File: config.mk
export PLATFORM = sky130hd
export DESIGN_NAME = fifo_wr_arbiter
export DESIGN_NICKNAME = d
export VERILOG_FILES = /design/src/rtl/fifo_arb_pkg.sv /design/src/rtl/rr_picker.sv /design/src/rtl/fifo_wr_arbiter.sv
export SDC_FILE = /design/constraint.sdc
export NUM_CORES = 1
export LEC_CHECK = 0
export ABC_AREA = 1
export BUFFER_PORTS_ARGS = -buffer_cell sky130_fd_sc_hd__buf_2
export CAP_MARGIN = 20
export CELL_PAD_IN_SITES_DETAIL_PLACEMENT = 2
export CELL_PAD_IN_SITES_GLOBAL_PLACEMENT = 2
export CORE_MARGIN = 4
export CORE_UTILIZATION = 17
export CTS_CLUSTER_DIAMETER = 50
export CTS_CLUSTER_SIZE = 20
export DETAILED_ROUTE_END_ITERATION = 8
export PLACE_DENSITY_LB_ADDON = 0.1
export SYNTH_ARGS = -nofsm -noshare
export SYNTH_HDL_FRONTEND = slang
export SYNTH_SLANG_ARGS = --single-unit
File: constraint.sdc
create_clock -name clk_i -period 4 [get_ports clk_i]
set_input_delay 0 -clock clk_i [delete_from_list [all_inputs] [get_ports clk_i]]
set_output_delay 0 -clock clk_i [all_outputs]
set_load 0.02 [all_outputs]
File: src/rtl/fifo_arb_pkg.sv
// Shared types and width helpers for the FIFO write-port arbiter.
package fifo_arb_pkg;

    typedef enum logic {
        IDLE = 1'b0,
        BUSY = 1'b1
    } arb_state_e;

    // Bit width needed to hold values 0..n-1, never less than one bit.
    function automatic int unsigned width_of(input int unsigned n);
        return (n <= 1) ? 1 : $clog2(n);
    endfunction

endpackage

File: src/rtl/rr_picker.sv
// Combinational round-robin search: first set request at or after start_i, modulo num_req_p,
// skipping any requester marked in excl_i.
module rr_picker
    import fifo_arb_pkg::*;
#(
    parameter int unsigned num_req_p = 4
) (
    input  logic [num_req_p-1:0]         req_i,
    input  logic [$clog2(num_req_p)-1:0] start_i,
    input  logic [num_req_p-1:0]         excl_i,
    output logic                         found_o,
    output logic [$clog2(num_req_p)-1:0] idx_o
);

    localparam int unsigned IdxW = width_of(num_req_p);

    logic [num_req_p-1:0] w_cand;
    logic [IdxW-1:0]      w_k;

    assign w_cand = req_i & ~excl_i;

    // Scan from the far end back toward start_i so the last hit is the nearest one.
    always_comb begin
        found_o = 1'b0;
        idx_o   = '0;
        w_k     = '0;
        for (int i = int'(num_req_p) - 1; i >= 0; i--) begin
            w_k = IdxW'((int'(start_i) + i) % int'(num_req_p));
            if (w_cand[w_k]) begin
                found_o = 1'b1;
                idx_o   = w_k;
            end
        end
    end

endmodule

File: src/rtl/fifo_wr_arbiter.sv
// Burst-locked round-robin arbiter sharing one FIFO write port among num_req_p requesters.
// Data path is purely combinational; only grant, pointer and beat count are registered.
module fifo_wr_arbiter
    import fifo_arb_pkg::*;
#(
    parameter int unsigned width_p     = 32,
    parameter int unsigned num_req_p   = 4,
    parameter int unsigned burst_max_p = 8
) (
    input  logic                           clk_i,
    input  logic                           reset_i,
    input  logic [num_req_p-1:0]           req_valid_i,
    input  logic [num_req_p*width_p-1:0]   req_data_i,
    input  logic [num_req_p-1:0]           req_last_i,
    output logic [num_req_p-1:0]           req_ready_o,
    output logic                           fifo_valid_o,
    output logic [width_p-1:0]             fifo_data_o,
    input  logic                           fifo_ready_i,
    output logic [num_req_p-1:0]           grant_o,
    output logic [$clog2(num_req_p)-1:0]   grant_id_o
);

    localparam int unsigned IdxW = width_of(num_req_p);
    localparam int unsigned CntW = width_of(burst_max_p + 1);

    arb_state_e           r_state;
    arb_state_e           w_state_next;
    logic [IdxW-1:0]      r_grant_id;
    logic [IdxW-1:0]      w_grant_id_next;
    logic [IdxW-1:0]      r_rr_ptr;
    logic [IdxW-1:0]      w_rr_ptr_next;
    logic [CntW-1:0]      r_beat_cnt;
    logic [CntW-1:0]      w_beat_cnt_next;

    logic                 w_busy;
    logic [num_req_p-1:0] w_grant_oh;
    logic [IdxW-1:0]      w_grant_inc;
    logic                 w_g_valid;
    logic                 w_g_last;
    logic                 w_beat;
    logic                 w_cap;
    logic                 w_release;
    logic [IdxW-1:0]      w_pick_start;
    logic [num_req_p-1:0] w_pick_excl;
    logic                 w_pick_found;
    logic [IdxW-1:0]      w_pick_idx;

    assign w_busy      = (r_state == BUSY);
    assign w_grant_oh  = {{(num_req_p-1){1'b0}}, 1'b1} << r_grant_id;
    assign w_grant_inc = (r_grant_id == IdxW'(num_req_p - 1)) ? '0 : r_grant_id + 1'b1;
    assign w_g_valid   = req_valid_i[r_grant_id];
    assign w_g_last    = req_last_i[r_grant_id];

    assign w_beat    = w_busy & w_g_valid & fifo_ready_i;
    assign w_cap     = (r_beat_cnt == CntW'(burst_max_p - 1));
    assign w_release = w_busy & (~w_g_valid | (w_beat & (w_g_last | w_cap)));

    // One picker serves both IDLE arbitration and the release re-pick. The outgoing
    // requester is only excluded when it actually completed a beat (last or cap).
    assign w_pick_start = w_busy ? w_grant_inc : r_rr_ptr;
    assign w_pick_excl  = w_beat ? w_grant_oh : '0;

    rr_picker #(
        .num_req_p (num_req_p)
    ) u_picker (
        .req_i   (req_valid_i),
        .start_i (w_pick_start),
        .excl_i  (w_pick_excl),
        .found_o (w_pick_found),
        .idx_o   (w_pick_idx)
    );

    always_ff @(posedge clk_i) begin
        if (reset_i) begin
            r_state    <= IDLE;
            r_grant_id <= '0;
            r_rr_ptr   <= '0;
            r_beat_cnt <= '0;
        end else begin
            r_state    <= w_state_next;
            r_grant_id <= w_grant_id_next;
            r_rr_ptr   <= w_rr_ptr_next;
            r_beat_cnt <= w_beat_cnt_next;
        end
    end

    always_comb begin
        w_state_next    = r_state;
        w_grant_id_next = r_grant_id;
        w_rr_ptr_next   = r_rr_ptr;
        w_beat_cnt_next = r_beat_cnt;
        case (r_state)
            IDLE: begin
                if (w_pick_found) begin
                    w_state_next    = BUSY;
                    w_grant_id_next = w_pick_idx;
                    w_beat_cnt_next = '0;
                end
            end
            BUSY: begin
                if (w_release) begin
                    w_rr_ptr_next   = w_grant_inc;
                    w_beat_cnt_next = '0;
                    if (w_pick_found) begin
                        w_grant_id_next = w_pick_idx;
                    end else begin
                        w_state_next    = IDLE;
                        w_grant_id_next = '0;
                    end
                end else if (w_beat) begin
                    w_beat_cnt_next = r_beat_cnt + 1'b1;
                end
            end
            default: begin
                w_state_next = IDLE;
            end
        endcase
    end

    always_comb begin
        grant_o      = '0;
        grant_id_o   = '0;
        fifo_valid_o = 1'b0;
        fifo_data_o  = '0;
        req_ready_o  = '0;
        if (w_busy) begin
            grant_o      = w_grant_oh;
            grant_id_o   = r_grant_id;
            fifo_valid_o = w_g_valid;
            fifo_data_o  = req_data_i[r_grant_id*width_p +: width_p];
            req_ready_o  = fifo_ready_i ? w_grant_oh : '0;
        end
    end

    a_grant_onehot: assert property (@(posedge clk_i) disable iff (reset_i) $onehot0(grant_o));
    a_cnt_bound: assert property (@(posedge clk_i) disable iff (reset_i)
        r_beat_cnt <= CntW'(burst_max_p - 1));

endmodule

# --- Word-level counts from Yosys, hierarchy flattened ---
# Cells that the tools add are included.
op_classes:
  addsub: 5
  magnitude_cmp: 5
  n_eq_ne: 5
  shifts: 2
  n_mux: 40
  bitwise: 10
  reduce_logical: 3
ops:
  columns: ["cell", "n"]
  rows:
  - ["128-bit by 8-bit variable part select with 32-bit output", 1]
  - ["32-bit 2-to-1 mux", 1]
  - ["4-bit 2-to-1 mux", 7]
  - ["2-bit 2-to-1 mux", 10]
  - ["2-bit by 3-bit less-than comparator with 1-bit output (second input constant)", 5]
  - ["1-bit 2-to-1 mux", 13]
  - ["1-bit binary-select mux with 2-bit select", 6]
  - ["4-bit case mux with 2 select lines", 1]
  - ["2-bit AND reduction", 3]
  - ["2-bit by 1-bit adder with 2-bit output (second input constant)", 2]
  - ["2-bit adder (second input constant)", 2]
  - ["4-bit by 1-bit adder with 4-bit output (second input constant)", 1]
  - ["1-bit AND", 4]
  - ["4-bit AND", 1]
  - ["4-bit by 3-bit == test with 1-bit output (second input constant)", 1]
  - ["2-bit by 1-bit != test with 1-bit output (second input constant)", 2]
  - ["4-bit NOT", 1]
  - ["2-bit case mux with 2 select lines", 1]
  - ["1-bit by 2-bit << shifter with 4-bit output (first input constant)", 1]
  - ["3-bit by 1-bit != test with 1-bit output (second input constant)", 1]
  - ["2-bit == test (second input constant)", 1]
  - ["1-bit NOT", 2]
  - ["1-bit bitwise OR", 2]
  - ["1-bit case mux with 2 select lines", 1]
totals:
  reg_bits: 9
  in_bits: 139
  wordCells: 74

# --- Logic depth before layout (Yosys ltp) ---
logic_depth:
  ltp_word: 16
  ltp_mapped: 18
  ltp_nobuf: 15

# --- Modules after synthesis ---
# Synthesis repeated with hierarchy kept, for this count alone.
unflattened:
  cells_unflattened: 413
  area_unflattened_um2: 2059.5
modules_own_cells:
  columns: ["module", "n_inst", "cells_per_inst", "area_per_inst_um2", "seq_area_each_um2"]
  rows:
  - ["fifo_wr_arbiter", 1, 366, 1836.8, 180.2]
  - ["rr_picker", 1, 47, 222.7, 0.0]

# --- Worst setup path after synthesis ---
# OpenSTA, ideal clock, no wires.
synth_path:
  path_kind: "reg2reg"
  start: "register r_grant_id[0]"
  end: "register r_grant_id[0]"
  arrival_ns: 2.148
  t_required_ns: 3.887
  path_slack_ns: 1.739
  stages_incl_launch_ff: 16
  path_buffers: 3
  synth_period_minus_slack_ns: 2.261
  cell_sequence: "dfxtp_1 -> buf_4 -> inv_2 -> buf_4 -> clkbuf_1 -> ha_1 -> or2_2 -> o21ai_2 -> xor2_1 -> nand2_1 -> nand3_1 -> nand3_1 -> nand2_1 -> inv_1 -> nand2_1 -> nand2_1"
synth_rtl:
  columns: ["element", "line_no", "source"]
  rows:
  - ["start: declaration", "fifo_wr_arbiter.sv:28", "logic [IdxW-1:0] r_grant_id;"]
  - ["start signal: assignment", "fifo_wr_arbiter.sv:81", "r_grant_id <= w_grant_id_next;"]
  - ["2-bit by 1-bit adder with 2-bit output or 2-bit == test (tied branches)", "fifo_wr_arbiter.sv:50", "assign w_grant_inc = (r_grant_id == IdxW'(num_req_p - 1)) ? '0 : r_grant_id + 1'b1;"]
  - ["2-bit 2-to-1 mux (*)", "fifo_wr_arbiter.sv:50", null]
  - ["named net w_grant_inc[1]", "fifo_wr_arbiter.sv:37", "logic [IdxW-1:0] w_grant_inc;"]
  - ["2-bit 2-to-1 mux (*)", "fifo_wr_arbiter.sv:60", "assign w_pick_start = w_busy ? w_grant_inc : r_rr_ptr;"]
  - ["2-bit adder", "rr_picker.sv:28", "w_k = IdxW'((int'(start_i) + i) % int'(num_req_p));"]
  - ["1-bit binary-select mux with 2-bit select", "rr_picker.sv:29", "if (w_cand[w_k]) begin"]
  - ["1-bit 2-to-1 mux (implied by the code)", "rr_picker.sv:29", null]
  - ["2-bit 2-to-1 mux or 1-bit 2-to-1 mux (tied branches) (4 in a row)", "rr_picker.sv:29", null]
  - ["2-bit 2-to-1 mux", "fifo_wr_arbiter.sv:104", "if (w_pick_found) begin"]
  - ["2-bit 2-to-1 mux", "fifo_wr_arbiter.sv:101", "if (w_release) begin"]
  - ["2-bit case mux with 2 select lines", "fifo_wr_arbiter.sv:92", "case (r_state)"]
# Mark *: on every way through the listed nets, which the timed path passes. The rest lies on a longest branch. The select of a mux whose other input is x is not followed.
# A chain may end at the register's enable or synchronous reset.

# --- Worst setup path after layout ---
layout_path:
  start: "register r_grant_id[1]"
  end: "register r_grant_id[0]"
# Same word-level chain as after synthesis.

==> run metrics <==
outcome finished, final reports clean; die area 13,600 um2; Max Cap Violations 0; final cycle utilization of the critical path 0.619; pin count of the biggest net entering global routing 67; commonest non-fill, non-tap cell in the layout buf_2; capturing point of the worst reg2reg path r_grant_id[0]$_SDFFE_PP0P_; gr usage total 0.169; Initial Util 0.174; Final Hold Viols 0; Crit Path Category register to register; worst path bufs/invs 3; share of cells above drive strength 1 0.379; DIE HEIGHT ~120 um; Congestion Overflow GR 0; hold_buf cts 0; DR DRC count 0; worst vdd ir 0.000187 V; Fmax 404 MHz; clock latency on the worst-skew pair 0.24 ns; first-pass GRT wire length ~18,000 um; HP Class input port to register; delay-heaviest family, CP simple AND/OR/NAND/NOR gates; CP dominant cell by count nand2_1; total CTS buffers 3; Synth Net Count 543; met2 GRT Util 0.312; wirelength, routed 12,300 um; H-tree depth 1; Routed Antenna Nets 0; CTS clock-pin slew for the worst setup and hold paths 0.04 ns; Cell Area, Synth 2000 um2; Filler Cell Count 1,503; fin nets roughly 710; Post-Syn Area per Cell 5.01 um2; TritonCTS clock tree done; EDFF count, synth 0; row cnt 39; Setup crit end kind register; Final setup viols 0; worst hold start reset_i; Clock Sinks 9; hold-critical path depth 2; Final min period 2.47 ns; critical path cell sequence buf_4, inv_2, ha_1, or2_2, o21ai_2, xor2_1, nand2_1, nand3_1, nand3_1, nand2_1, inv_1, nand2_1, nand2_1; Max Transition Viols Final 0; Synth Flop Type dfxtp_1; ys async rst share 0; dpl hpwl 9780 um; I/O Buffers ~180; leakage power around 1.7 nW; met3 Use GR 0.0181; clock root cell clkbuf_16; Post-CTS Setup Bufs 0; Tightest Pin Transition 0.739 ns; CP Data Required Time about 4.1 ns; r2r setup slk 1.53 ns; vias in the first global route between 3,000 and 4,000; Min-Delay Endpoint r_rr_ptr[1]$_SDFFE_PP0P_; via/cell ratio 4.66; Max clock buf depth 2; Avg WL per Cell 17.3 um; met1 GRT Util 0.213; Rel. slew slack 0.506; CP max-delay cell buf_4; initial DRC count 148; Unique masters post-synth 29; area grow syn2layout 54.4%; initial antenna violation count 2; Syn Inst Count ~400; crit-path max cell delay 0.38 ns; Worst Setup SP r_grant_id[1]$_SDFFE_PP0P_; crit path launch type register; RD Place Congestion 0.821; Synth Register Bits 9; post-route cell area between 3000 and 4000 um2; dpl cell area between 3000 and 4000 um2; PwrDens 569 nW/um2; reg-to-reg startpoint r_grant_id[1]$_SDFFE_PP0P_; Clock Skews 0.00430 ns; Setup TNS 0 ns; r2r worst-path depth 13; GR peak layer met2; crit path max fanout 37; post-CTS sizing 0; most frequent cells in the layout 181 x buf_2, 134 x nor2_1, 66 x o21ai_0; CP arrival between 2 and 3 ns; drt first pass iters 4; DR vias 3,299; RSZ-0062 raised after global routing false; sequential area share after synthesis 0.0901; Ports 182; Die W 116 um; synthesis warning total 0; Core Region between 10,000 and 15,000 um2
-- cell families (layout without fill, tap and decap cells) --
group	Yosys count	after routing	synth area share
buf+inv	49	212	0.101
flops	9	9	0.0901
other cells	0	3	0
fa+ha+maj	5	5	0.0313
compound gates	110	110	0.280
simple gates	222	222	0.480
xor+xnor	4	4	0.0175
-- layout make-up --
class / count / area, um2 / area share
Timing Repair Buffer: 185 / 936 / 0.303
Clock buffer: 4 / 78.8 / 0.0255
Sequential cell: 9 / 181 / 0.0587
Tap cell: 143 / 179 / 0.0579
Inverter: 23 / 88.8 / 0.0288
Antenna cell: 3 / 7.51 / 0.00243
Multi-Input combinational cell: 341 / 1620 / 0.524
-- worst reg2reg max path, stage by stage, from the launching register on --
cell	delay, ns
dfxtp_1	0.30
buf_4	0.38
inv_2	0.26
ha_1	0.36
or2_2	0.31
o21ai_2	0.11
xor2_1	0.17
nand2_1	0.09
nand3_1	0.11
nand3_1	0.08
nand2_1	0.07
inv_1	0.04
nand2_1	0.05
nand2_1	0.04
-- state kept, by name, indices dropped and copies added, names as in the netlist --
name and flops:
r_state 1, r_rr_ptr 2, r_grant_id 2, r_beat_cnt 4
-- where the power goes --
group	switching (mW)	internal (mW)	leakage, nW
clock network	0.0520	0.134	0.0382
logic	0.972	0.463	1.59
registers	0.0267	0.111	0.0742
total	1.05	0.708	1.70
-- Yosys cell counts, drive strengths merged (3+ instances only) --
cell / count / share of area
a21oi: 40 / 0.10
buf: 10 / 0.027
clkbuf: 16 / 0.030
dfxtp: 9 / 0.090
ha: 5 / 0.031
inv: 23 / 0.044
nand2: 54 / 0.11
nand3: 23 / 0.064
nand3b: 3 / 0.011
nor2: 140 / 0.28
o21ai: 67 / 0.17
xor2: 3 / 0.013
-- per-stage QoR --
stage           util  power, mW  worst slack (ns)  hold WS [ns]  cells
6_report       0.269       1.76              1.53        0.0339    708
5_1_grt        0.269       1.97              1.21        0.0490    707
4_1_cts        0.269       1.80              1.48        0.0365    705
3_5_place_dp   0.262       1.60              1.49         0.291    701
3_3_place_gp   0.262       1.57              1.55         0.283    701
2_1_floorplan      -       1.14              1.74        0.0691    399
-- how the worst max path moves through the flow --
stage,depth (start not counted),end,slack (ns)
after CTS,13,r_grant_id[0]$_SDFFE_PP0P_,1.48
after floorplan,15,r_grant_id[0]$_SDFFE_PP0P_,1.74
final,13,r_grant_id[0]$_SDFFE_PP0P_,1.53
after global placement,11,r_grant_id[0]$_SDFFE_PP0P_,1.55
after detailed placement,13,r_grant_id[0]$_SDFFE_PP0P_,1.49
after global routing,13,r_grant_id[0]$_SDFFE_PP0P_,1.21
-- metal layers --
metal,part of all wire,vias to the layer above
li1,-,1625
met1,0.41,1568
met4,0.0067,0
met3,0.066,7
met5,0,-
met2,0.51,99
Note: power is estimated with default switching activity, not from simulation.
